===== src/rtl/pipe_ctrl.sv =====
// Pipeline hazard/exception controller: per-stage stall vector, exception flush and
// redirect, plus stall/exception statistics and a continuous-stall watchdog.
module pipe_ctrl #(
    parameter logic [31:0] EXC_VECTOR  = 32'h0000_0020,
    parameter int unsigned STALL_LIMIT = 255
) (
    input  logic        clk,
    input  logic        rst,
    input  logic        stallreq_from_id,
    input  logic        stallreq_from_ex,
    input  logic        stallreq_from_mem,
    input  logic [31:0] excepttype_i,
    input  logic [31:0] cp0_epc_i,
    output logic [5:0]  stall,
    output logic        flush,
    output logic [31:0] new_pc,
    output logic [31:0] stall_cnt_o,
    output logic [15:0] except_cnt_o,
    output logic [31:0] last_excepttype_o,
    output logic        stall_timeout_o
);

    localparam logic [31:0] ERET_CODE = 32'h0000_000e;

    typedef enum logic {
        IDLE,
        FLUSH_HOLD
    } state_t;

    state_t      state;
    logic [31:0] run_cnt;
    logic [31:0] run_nxt;
    logic        accept;
    logic        stall_any;

    // An exception is taken only in IDLE; the hold cycle after a flush swallows
    // whatever code is still on the input so one fault is not taken twice.
    assign accept    = rst && (state == IDLE) && (excepttype_i != 32'h0);
    assign stall_any = (stall != 6'b000000);

    // NOTE: every output of this block gets a default first so no latch is inferred.
    always_comb begin
        stall  = 6'b000000;
        flush  = 1'b0;
        new_pc = 32'h0;
        if (accept) begin
            flush  = 1'b1;
            new_pc = (excepttype_i == ERET_CODE) ? cp0_epc_i : EXC_VECTOR;
        end else if (rst && state == IDLE) begin
            if (stallreq_from_mem)     stall = 6'b011111;
            else if (stallreq_from_ex) stall = 6'b001111;
            else if (stallreq_from_id) stall = 6'b000111;
        end
    end

    always_comb begin
        run_nxt = 32'h0;
        if (stall_any)
            run_nxt = (run_cnt < STALL_LIMIT) ? run_cnt + 32'd1 : run_cnt;
    end

    // NOTE: state uses non-blocking assignments so every register samples pre-edge values.
    always_ff @(posedge clk or negedge rst) begin
        if (!rst) begin
            state             <= IDLE;
            run_cnt           <= 32'h0;
            stall_cnt_o       <= 32'h0;
            except_cnt_o      <= 16'h0;
            last_excepttype_o <= 32'h0;
            stall_timeout_o   <= 1'b0;
        end else begin
            state   <= accept ? FLUSH_HOLD : IDLE;
            run_cnt <= run_nxt;
            if (stall_any && stall_cnt_o != 32'hFFFF_FFFF)
                stall_cnt_o <= stall_cnt_o + 32'd1;
            if (accept) begin
                last_excepttype_o <= excepttype_i;
                if (except_cnt_o != 16'hFFFF)
                    except_cnt_o <= except_cnt_o + 16'd1;
            end
            if (stall_any && run_nxt == STALL_LIMIT)
                stall_timeout_o <= 1'b1;
        end
    end

endmodule

===== config.mk =====
export PLATFORM = sky130hd
export DESIGN_NAME = pipe_ctrl
export DESIGN_NICKNAME = d
export VERILOG_FILES = /design/src/rtl/pipe_ctrl.sv
export SDC_FILE = /design/constraint.sdc
export NUM_CORES = 1
export LEC_CHECK = 0
export CORE_MARGIN = 2
export CORE_UTILIZATION = 38
export DETAILED_ROUTE_END_ITERATION = 10
export PLACE_DENSITY = 0.7
export RECOVER_POWER = 50
export SETUP_SLACK_MARGIN = 0.4
export SKIP_CTS_REPAIR_TIMING = 1
export SLEW_MARGIN = 10
export SYNTH_ARGS = -nofsm -noshare
export SYNTH_HDL_FRONTEND = slang
export SYNTH_SLANG_ARGS = --single-unit

===== constraint.sdc =====
create_clock -name clk -period 2.85 [get_ports clk]
set_input_delay 0.285 -clock clk [delete_from_list [all_inputs] [get_ports clk]]
set_output_delay 0.285 -clock clk [all_outputs]
set_load 0.02 [all_outputs]

==> results of run 1 <==
synthesized netlist by cell type, types with 6 or more instances:
cell type | n | area share
nand2_1 | 29 | 0.021
nand4_1 | 26 | 0.031
and2_1 | 38 | 0.045
nor2_1 | 24 | 0.017
clkbuf_1 | 9 | 0.0064
dfrtp_1 | 114 | 0.54
xor2_1 | 18 | 0.030
mux2_2 | 35 | 0.074
and3_1 | 36 | 0.042
nor3_1 | 11 | 0.010
nor4_2 | 6 | 0.014
nand3_1 | 26 | 0.025
nor4_1 | 8 | 0.0094
xnor2_1 | 33 | 0.055
state kept, by name (all words and copies together) (netlist names):
register           cells
except_cnt_o          16
stall_cnt_o           32
last_excepttype_o     32
state                  1
run_cnt               32
stall_timeout_o        1
cell families after synthesis:
logic type / after synthesis
simple gates: 226
flops: 114
xor+xnor: 51
mux: 35
buf+inv: 25
compound gates: 13
fa+ha+maj: 3
other cells: 1
worst paths after layout:
| kind | startpoint | to | slack, ns | cells past startpoint |
|---|---|---|---|---|
| worst max-delay path | excepttype_i[25] | new_pc[26] | 0.35 | 9 |
| worst min-delay path | rst | run_cnt[18] | 0.06 | 2 |
| worst max register to register | stall_cnt_o[0] | stall_cnt_o[30] | 0.58 | 7 |
| worst min register to register | stall_timeout_o | stall_timeout_o | 0.47 | 1 |
| max in group asynchronous | rst | stall_cnt_o[18] | 1.43 | 3 |
| min in group clk | excepttype_i[14] | last_excepttype_o[14] | 0.15 | 2 |
area by class of cell:
cell class	instances	area [um2]
inverters	3	11.3
multi-input cells	329	2360
repair buffers	216	2140
well taps	180	225
flip-flops and latches	114	2850
clock buffers	25	505
clock inverters	5	27.5
fillers	1183	5650
critical path, cell delays in order:
cell and delay [ns]:
clkdlybuf4s50_1 0.44, nor4_1 0.30, nand4_1 0.18, nor2_1 0.14, nand4_1 0.17, nor2_4 0.24
buf_6 0.16, and2_1 0.13, clkbuf_2 0.17
power breakdown:
part	leakage [nW]	switching [mW]	internal [mW]
Clock	0.265	0.695	1.21
Sequential	1.51	0.0932	1.73
Combinational	2.20	0.331	0.346
cell usage in the layout, fill, tap and decap left out, types with 26 or more instances in the layout:
cell type and n:
nand3_1 26, and2_1 30, and3_1 36, clkdlybuf4s50_1 72, xnor2_1 33, nand4_1 26
buf_4 38, nand2_1 29, dfrtp_1 114, dlygate4sd3_1 57, mux2_2 35
layer usage:
layer / vias to the layer above / part of all wire
met1: 2144 / 0.44
li1: 2074 / -
met5: - / 0
met2: 136 / 0.47
met4: 0 / 0.012
met3: 13 / 0.079
stage by stage:
step                      setup slack (ns)  std cells  TNS [ns]
after floorplan                      0.607        468         0
after global placement              -0.160        838     -5.22
after detailed placement            -0.216        838     -6.84
after CTS                           -0.221        868     -6.55
after global routing                 0.181        872         0
final                                0.346        872         0
==> impl_metrics.toml, run 1 <==
[status]
status = "complete, no violations"

[die]
start_util = 0.385
num_io_pins = 189
rows = 43
dieWidth_um = 122
core-area_um2 = 13800
die_h_um = 122
dieArea_um2 = 14900

[place]
postPlaceCellArea_um2 = 7460
io_buffers = 187
gp_congestion = 0.793
place_hpwl_um = 9950

[grt]
grt_max_degree = 77
met1_usage = 0.248
grt.total_usage = 0.193
grt_pass1_vias = 4482
grt-busiest-layer = "met2"
grt_antenna_before_repair = 0
use_met3 = 0.0861
grt_use_met2 = 0.292
grt_pass1_wl_um = 22500
global_route.overflow_total = 0

[timing]
period_share = 0.879
relSlewSlack = 0.355
setup_viol = 0
skew_ns = 0.0141
fmax_mhz = 399
rsz0062_at_grt = "true"
hold_ws_ns = 0.0634
maxSlewViolCount = 0
hold_viol = 0
worst_slew_pin_slew_ns = 0.967
fin_crit_ns = 2.50

[power_and_ir_drop]
ir_drop_v = 0.000575
total_power_mw = 4.40
p_leak_nw = 3.97
power.density_nw_per_um2 = 542

[yosys]
yosys_register_bits = 114
synth-adder-area-share = 0.00708
synth-simple-area-share = 0.251
synth_fp_nets = 540
async_flop_share = 1.00
synth-main-ff-cell = "dfrtp_1"
synth-seq-area-share = 0.538
syn_area_um2 = 5300
synth_compound_gate_area_share = 0.0170
synthMuxAreaShare = 0.0743
synthCells = 468
ys.warnings.count = 0
syn_area_per_cell_um2 = 11.3
synth_xor_area_frac = 0.0842
ys_types = 46
synth_edf_count = 0
synth_top_family_by_area = "simple AND/OR/NAND/NOR gates"

[critical_path]
crit_arrival_ns = 2.22
end_kind = "output port"
cp_max_fo = 7
crit_type = "input pin to output port"
critPathLaunchType = "input pin"
crit_required_ns = 2.57

[detailed_routing]
firstDrtPassIters = 4
initialDrtViolationCount = 182
ant_nets = 0
vias = 4367
drt-total-wl_um = 14200
drcViolationCount = 0
wire_per_inst_um = 16.3
via_per_inst = 5.01

[clock_network]
cts.sinks = 114
cts.clk_slew.worst_paths_ns = 0.05
clock_latency_ns = 0.41
cts_tree = "built"
cts_htree_levels = 4
clockBufferDepth = 2
cts_buffers = 17
cts_root_buf = "clkbuf_16"

[min_path]
hold_path.class = "input pin to async pin"

[finish]
post-route-util = 0.590
drive_gt1_frac = 0.223
diodes = 0
syn2layout_area_growth_pct = 53.3
nets = 753
final_cell_area_um2 = 8130

[flow_run]
maxCapViolations = 0
Power figures use the tool's default switching activity.
==> run 2: changes to the inputs <==
Settings changed: CTS_BUF_LIST set to sky130_fd_sc_hd__clkbuf_16.
==> run 2 against run 1 <==
Power fell by 3.4%. Register-to-register slack barely moved. Highest routed layer unchanged. Global-route usage fell by 0.080 points. Sequential power barely moved. Cell count did not move. Sequential cell count did not move. Clock skew fell by 0.0018 ns. Combinational power barely moved. Setup slack improved by 0.00068 ns. Critical path depth did not move. Sequential share of layout area rose by 0.22 points. Clock-buffer cell count fell by 8.
==> impl_metrics.toml, run 2 (same netlist as run 1, synthesis figures left out) <==
[status]
status = "complete, no violations"

[finish]
largestRegisters = "last_excepttype_o x32, run_cnt x32, stall_cnt_o x32"
multi_input_area_um2 = 2360
final_cells = 872
layout_commonest_cell = "dfrtp_1"
final.fill_count = 1199
nets = 753
diodes = 0
drive_gt1_frac = 0.215
syn2layout_area_growth_pct = 52.3
seq_area_um2 = 2850
post-route-util = 0.586
final_cell_mix = "dfrtp_1, clkdlybuf4s50_1, dlygate4sd3_1, buf_4, and3_1"

[timing]
skew_ns = 0.0124
period_share = 0.878
relSlewSlack = 0.360
setup-tns-final_ns = 0
fmax_mhz = 399
setup_viol = 0
maxSlewViolCount = 0
worst_slew_pin_slew_ns = 0.959
rsz0062_at_grt = "true"
fin_crit_ns = 2.50
hold_viol = 0

[critical_path]
cp_max_fo = 7
r2r_cells = 7
crit_arrival_ns = 2.22
timing.rr.end = "stall_cnt_o[30]"
cp_num_buf_inv = 3
cp.depth = 9
timing.rr.start = "stall_cnt_o[0]"
path_cells = "clkdlybuf4s50_1 > nor4_1 > nand4_1 > nor2_1 > nand4_1 > nor2_4 > buf_6 > and2_1 > clkbuf_2"
critPathLaunchType = "input pin"
critPathMaxStageDelay_ns = 0.44
crit_type = "input pin to output port"
crit_required_ns = 2.57
cp_common_cell = "nand4_1"
slowest_stage = "clkdlybuf4s50_1"
ff2ff_setup_slack_ns = 0.59
path_delay_family = "simple AND/OR/NAND/NOR gates"
end_kind = "output port"

[grt]
grt_max_degree = 77
global_route.overflow_total = 0
grt_pass1_wl_um = 22400
grt_pass1_vias = 4490
grt_antenna_before_repair = 0
grt.total_usage = 0.192

[die]
core-area_um2 = 13800
rows = 43
die_h_um = 122
num_io_pins = 189
start_util = 0.385
dieArea_um2 = 14900
dieWidth_um = 122

[clock_network]
cts.sinks = 114
clock_latency_ns = 0.41
cts.clk_slew.worst_paths_ns = 0.05
cts_root_buf = "clkbuf_16"
cts_htree_levels = 4
cts_buffers = 17
clockBufferDepth = 2
cts_tree = "built"

[power_and_ir_drop]
power_switching_share = 0.262
ir_drop_v = 0.000568
internal_power_mw = 3.14
combPwrFrac = 0.159
p_leak_nw = 3.95
p_sw_mw = 1.11
p_clk_frac = 0.412
power_frac_seq = 0.429
power.density_nw_per_um2 = 526

[place]
dp.cells = 838
io_buffers = 187
place_hpwl_um = 9950
gp_congestion = 0.793

[detailed_routing]
initialDrtViolationCount = 151
drcViolationCount = 0
vias = 4376
ant_nets = 0
drt-total-wl_um = 14200
firstDrtPassIters = 4
wire_per_inst_um = 16.2
via_per_inst = 5.02

[flow_run]
maxCapViolations = 0

[min_path]
hold_path.class = "input pin to async pin"
==> run 2: changes by cell type in the layout (fill, tap and decap cells not counted) <==
cell,before,now
clkinv_1,0,5
inv_1,3,6
clkbuf_8,5,0
clkbuf_1,4,1
==> run 2: cell type report <==
type | instances | share of cell area
Clock inverter | 13 | 0.00713
Timing Repair Buffer | 216 | 0.265
Sequential cell | 114 | 0.353
Tap cell | 180 | 0.0279
Multi-Input combinational cell | 329 | 0.293
Inverter | 3 | 0.00139
Clock buffer | 17 | 0.0527
==> run 2: how the worst max path moves through the flow <==
| stage | startpoint | end | slack, ns |
|---|---|---|---|
| 4_1_cts | excepttype_i[21] | new_pc[2] | -0.22 |
| 3_3_place_gp | excepttype_i[16] | new_pc[14] | -0.16 |
| 3_5_place_dp | excepttype_i[16] | new_pc[2] | -0.22 |
| 2_1_floorplan | stall_cnt_o[0] | stall_cnt_o[30] | 0.61 |
| 5_1_grt | excepttype_i[25] | new_pc[26] | 0.18 |
| 6_report | excepttype_i[25] | new_pc[26] | 0.35 |
==> run 2: power by group through the flow <==
stage | Clock (mW) | Combinational [mW] | Sequential (mW)
CTS | 1.80 | 0.713 | 1.83
finish | 1.75 | 0.677 | 1.82
global route | 1.87 | 0.729 | 1.84
floorplan | 0 | 0.165 | 1.97
detailed placement | 0 | 0.708 | 1.85
global placement | 0 | 0.705 | 1.85
==> run 2: routing by layer <==
| metal | up-vias | share of wire | routed length [um] | global-route usage |
|---|---|---|---|---|
| met2 | 140 | 0.47 | 6700 | 0.289 |
| met3 | 11 | 0.081 | 1150 | 0.0871 |
| met1 | 2147 | 0.43 | 6160 | 0.247 |
| li1 | 2078 | - | - | - |
| met5 | - | 0 | 0 | 0 |
| met4 | 0 | 0.011 | 151 | 0.0632 |
==> run 2: through the flow <==
stage | instance area [um2] | total power, mW | worst slack (ns) | hold WS [ns]
floorplan | 5300 | 2.14 | 0.607 | -0.0106
CTS | 7940 | 4.34 | -0.221 | -0.0327
detailed placement | 7460 | 2.56 | -0.216 | 0.407
global placement | 7460 | 2.55 | -0.160 | 0.399
finish | 8080 | 4.25 | 0.346 | 0.0535
global route | 8080 | 4.44 | 0.181 | 0.113
==> run 3: changes to the inputs <==
Settings changed: HOLD_SLACK_MARGIN set to 0.05.
==> run 3 against run 2 <==
The run now ends with max-capacitance violations, max-slew violations left. Critical endpoint unchanged. Cell area is 0.33% higher. Wire length grew 0.52%. Clock skew decreased by 0.0054 ns. Non-clock buffer count grew 2. Cell count is 0.23% higher. Critical path depth stayed put. Setup slack got worse by 0.017 ns. Power about the same. Largest cell class unchanged. Sequential share of layout area down 0.11 points.
==> impl_metrics.toml, run 3 (same netlist as run 1, synthesis figures left out) <==
[status]
status = "finished with violations"
violations = "max-capacitance violations, max-slew violations"

[clock_network]
cts_tree = "built"
cts_buffers = 17
clock_latency_ns = 0.41
cts.clk_slew.worst_paths_ns = 0.05
cts_htree_levels = 4
cts.sinks = 114
clockBufferDepth = 2
cts_root_buf = "clkbuf_16"

[die]
dieWidth_um = 122
core-area_um2 = 13800
die_h_um = 122
dieArea_um2 = 14900
rows = 43
start_util = 0.385
num_io_pins = 189

[detailed_routing]
wl_met3_um = 1100
via_per_inst = 5.03
drcViolationCount = 0
firstDrtPassIters = 4
vias = 4400
initialDrtViolationCount = 173
wl_met2_um = 6740
drt-met1-wl_um = 6230
ant_nets = 0
top_layer = "met4"
wire_per_inst_um = 16.3
drt-total-wl_um = 14200

[finish]
syn2layout_area_growth_pct = 52.8
final_cell_mix = "dfrtp_1, clkdlybuf4s50_1, dlygate4sd3_1, buf_4, and3_1"
drive_gt1_frac = 0.216
nets = 755
layout_commonest_cell = "dfrtp_1"
largestRegisters = "last_excepttype_o x32, run_cnt x32, stall_cnt_o x32"
diodes = 0
post-route-util = 0.588

[critical_path]
end_kind = "output port"
ff2ff_setup_slack_ns = 0.58
slowest_stage = "clkdlybuf4s50_1"
path_cells = "clkdlybuf4s50_1 > nor4_1 > nand4_1 > nor2_1 > nand4_1 > nor2_4 > buf_6 > and2_1 > clkbuf_2"
critPathMaxStageDelay_ns = 0.44
cp_max_fo = 7
timing.rr.end = "stall_cnt_o[30]"
timing.rr.start = "stall_cnt_o[0]"
crit_arrival_ns = 2.24
cp_common_cell = "nand4_1"
crit_required_ns = 2.57
r2r_cells = 7
crit_type = "input pin to output port"
critPathLaunchType = "input pin"

[timing]
hold_viol = 0
setup_viol = 0
rsz0062_at_grt = "true"
maxSlewViolCount = 39
period_share = 0.884
fin_crit_ns = 2.52
setup-tns-final_ns = 0
skew_ns = 0.00695
fmax_mhz = 397
worst_slew_pin_slew_ns = 1.64
relSlewSlack = -0.0963

[grt]
grt_pass1_wl_um = 22400
grt.total_usage = 0.192
global_route.overflow_total = 0
grt_max_degree = 77
grt_pass1_vias = 4490
grt_antenna_before_repair = 0

[place]
gp_congestion = 0.793
io_buffers = 187
place_hpwl_um = 9950

[min_path]
hold_path.class = "input pin to flop"
hold_depth = 2
hold_start = "excepttype_i[12]"
whs_endpoint = "last_excepttype_o[12]"

[power_and_ir_drop]
power.density_nw_per_um2 = 525
ir_drop_v = 0.000569
p_leak_nw = 3.97

[flow_run]
maxCapViolations = 1
## run 3: area by class of cell
cell class | count | area [um2]
inverter | 3 | 11.3
sequential | 114 | 2850
clock buffer | 17 | 425
tap | 180 | 225
fill | 1194 | 5670
clock inverter | 13 | 57.6
multi-input combinational | 329 | 2360
timing repair buffer | 218 | 2170
## run 3: routing by layer
layer	global-route usage	up-vias
met5	0	-
met4	0.0632	0
met2	0.289	145
met1	0.247	2161
li1	-	2080
met3	0.0871	14
## run 3: how the worst max path moves through the flow
stage	from	to	slack [ns]	cells after the start
2_1_floorplan	stall_cnt_o[0]	stall_cnt_o[30]	0.61	8
3_3_place_gp	excepttype_i[16]	new_pc[14]	-0.16	10
3_5_place_dp	excepttype_i[16]	new_pc[2]	-0.22	10
4_1_cts	excepttype_i[21]	new_pc[2]	-0.22	9
5_1_grt	excepttype_i[25]	new_pc[26]	0.18	9
6_report	excepttype_i[25]	new_pc[26]	0.33	9
## run 3: power breakdown
group	total, mW	switching, mW	internal [mW]
Combinational	0.680	0.331	0.349
Sequential	1.82	0.0933	1.73
Clock	1.75	0.689	1.06
Total	4.26	1.11	3.14
## run 3: worst max-delay path: cells and delay by family
kind | cells | cell delay, ns
and+or+nand+nor | 6 | 1.18
buffers and inverters | 3 | 0.77
## run 3: metrics by stage
stage	instances	power [mW]	worst slack (ns)	cell area, um2	hold WS (ns)
after floorplan	468	2.14	0.607	5300	-0.0106
after global placement	838	2.55	-0.160	7460	0.399
after detailed placement	838	2.56	-0.216	7460	0.407
after CTS	868	4.34	-0.221	7940	-0.0327
after global routing	874	4.44	0.182	8100	0.158
final	874	4.26	0.330	8100	0.158
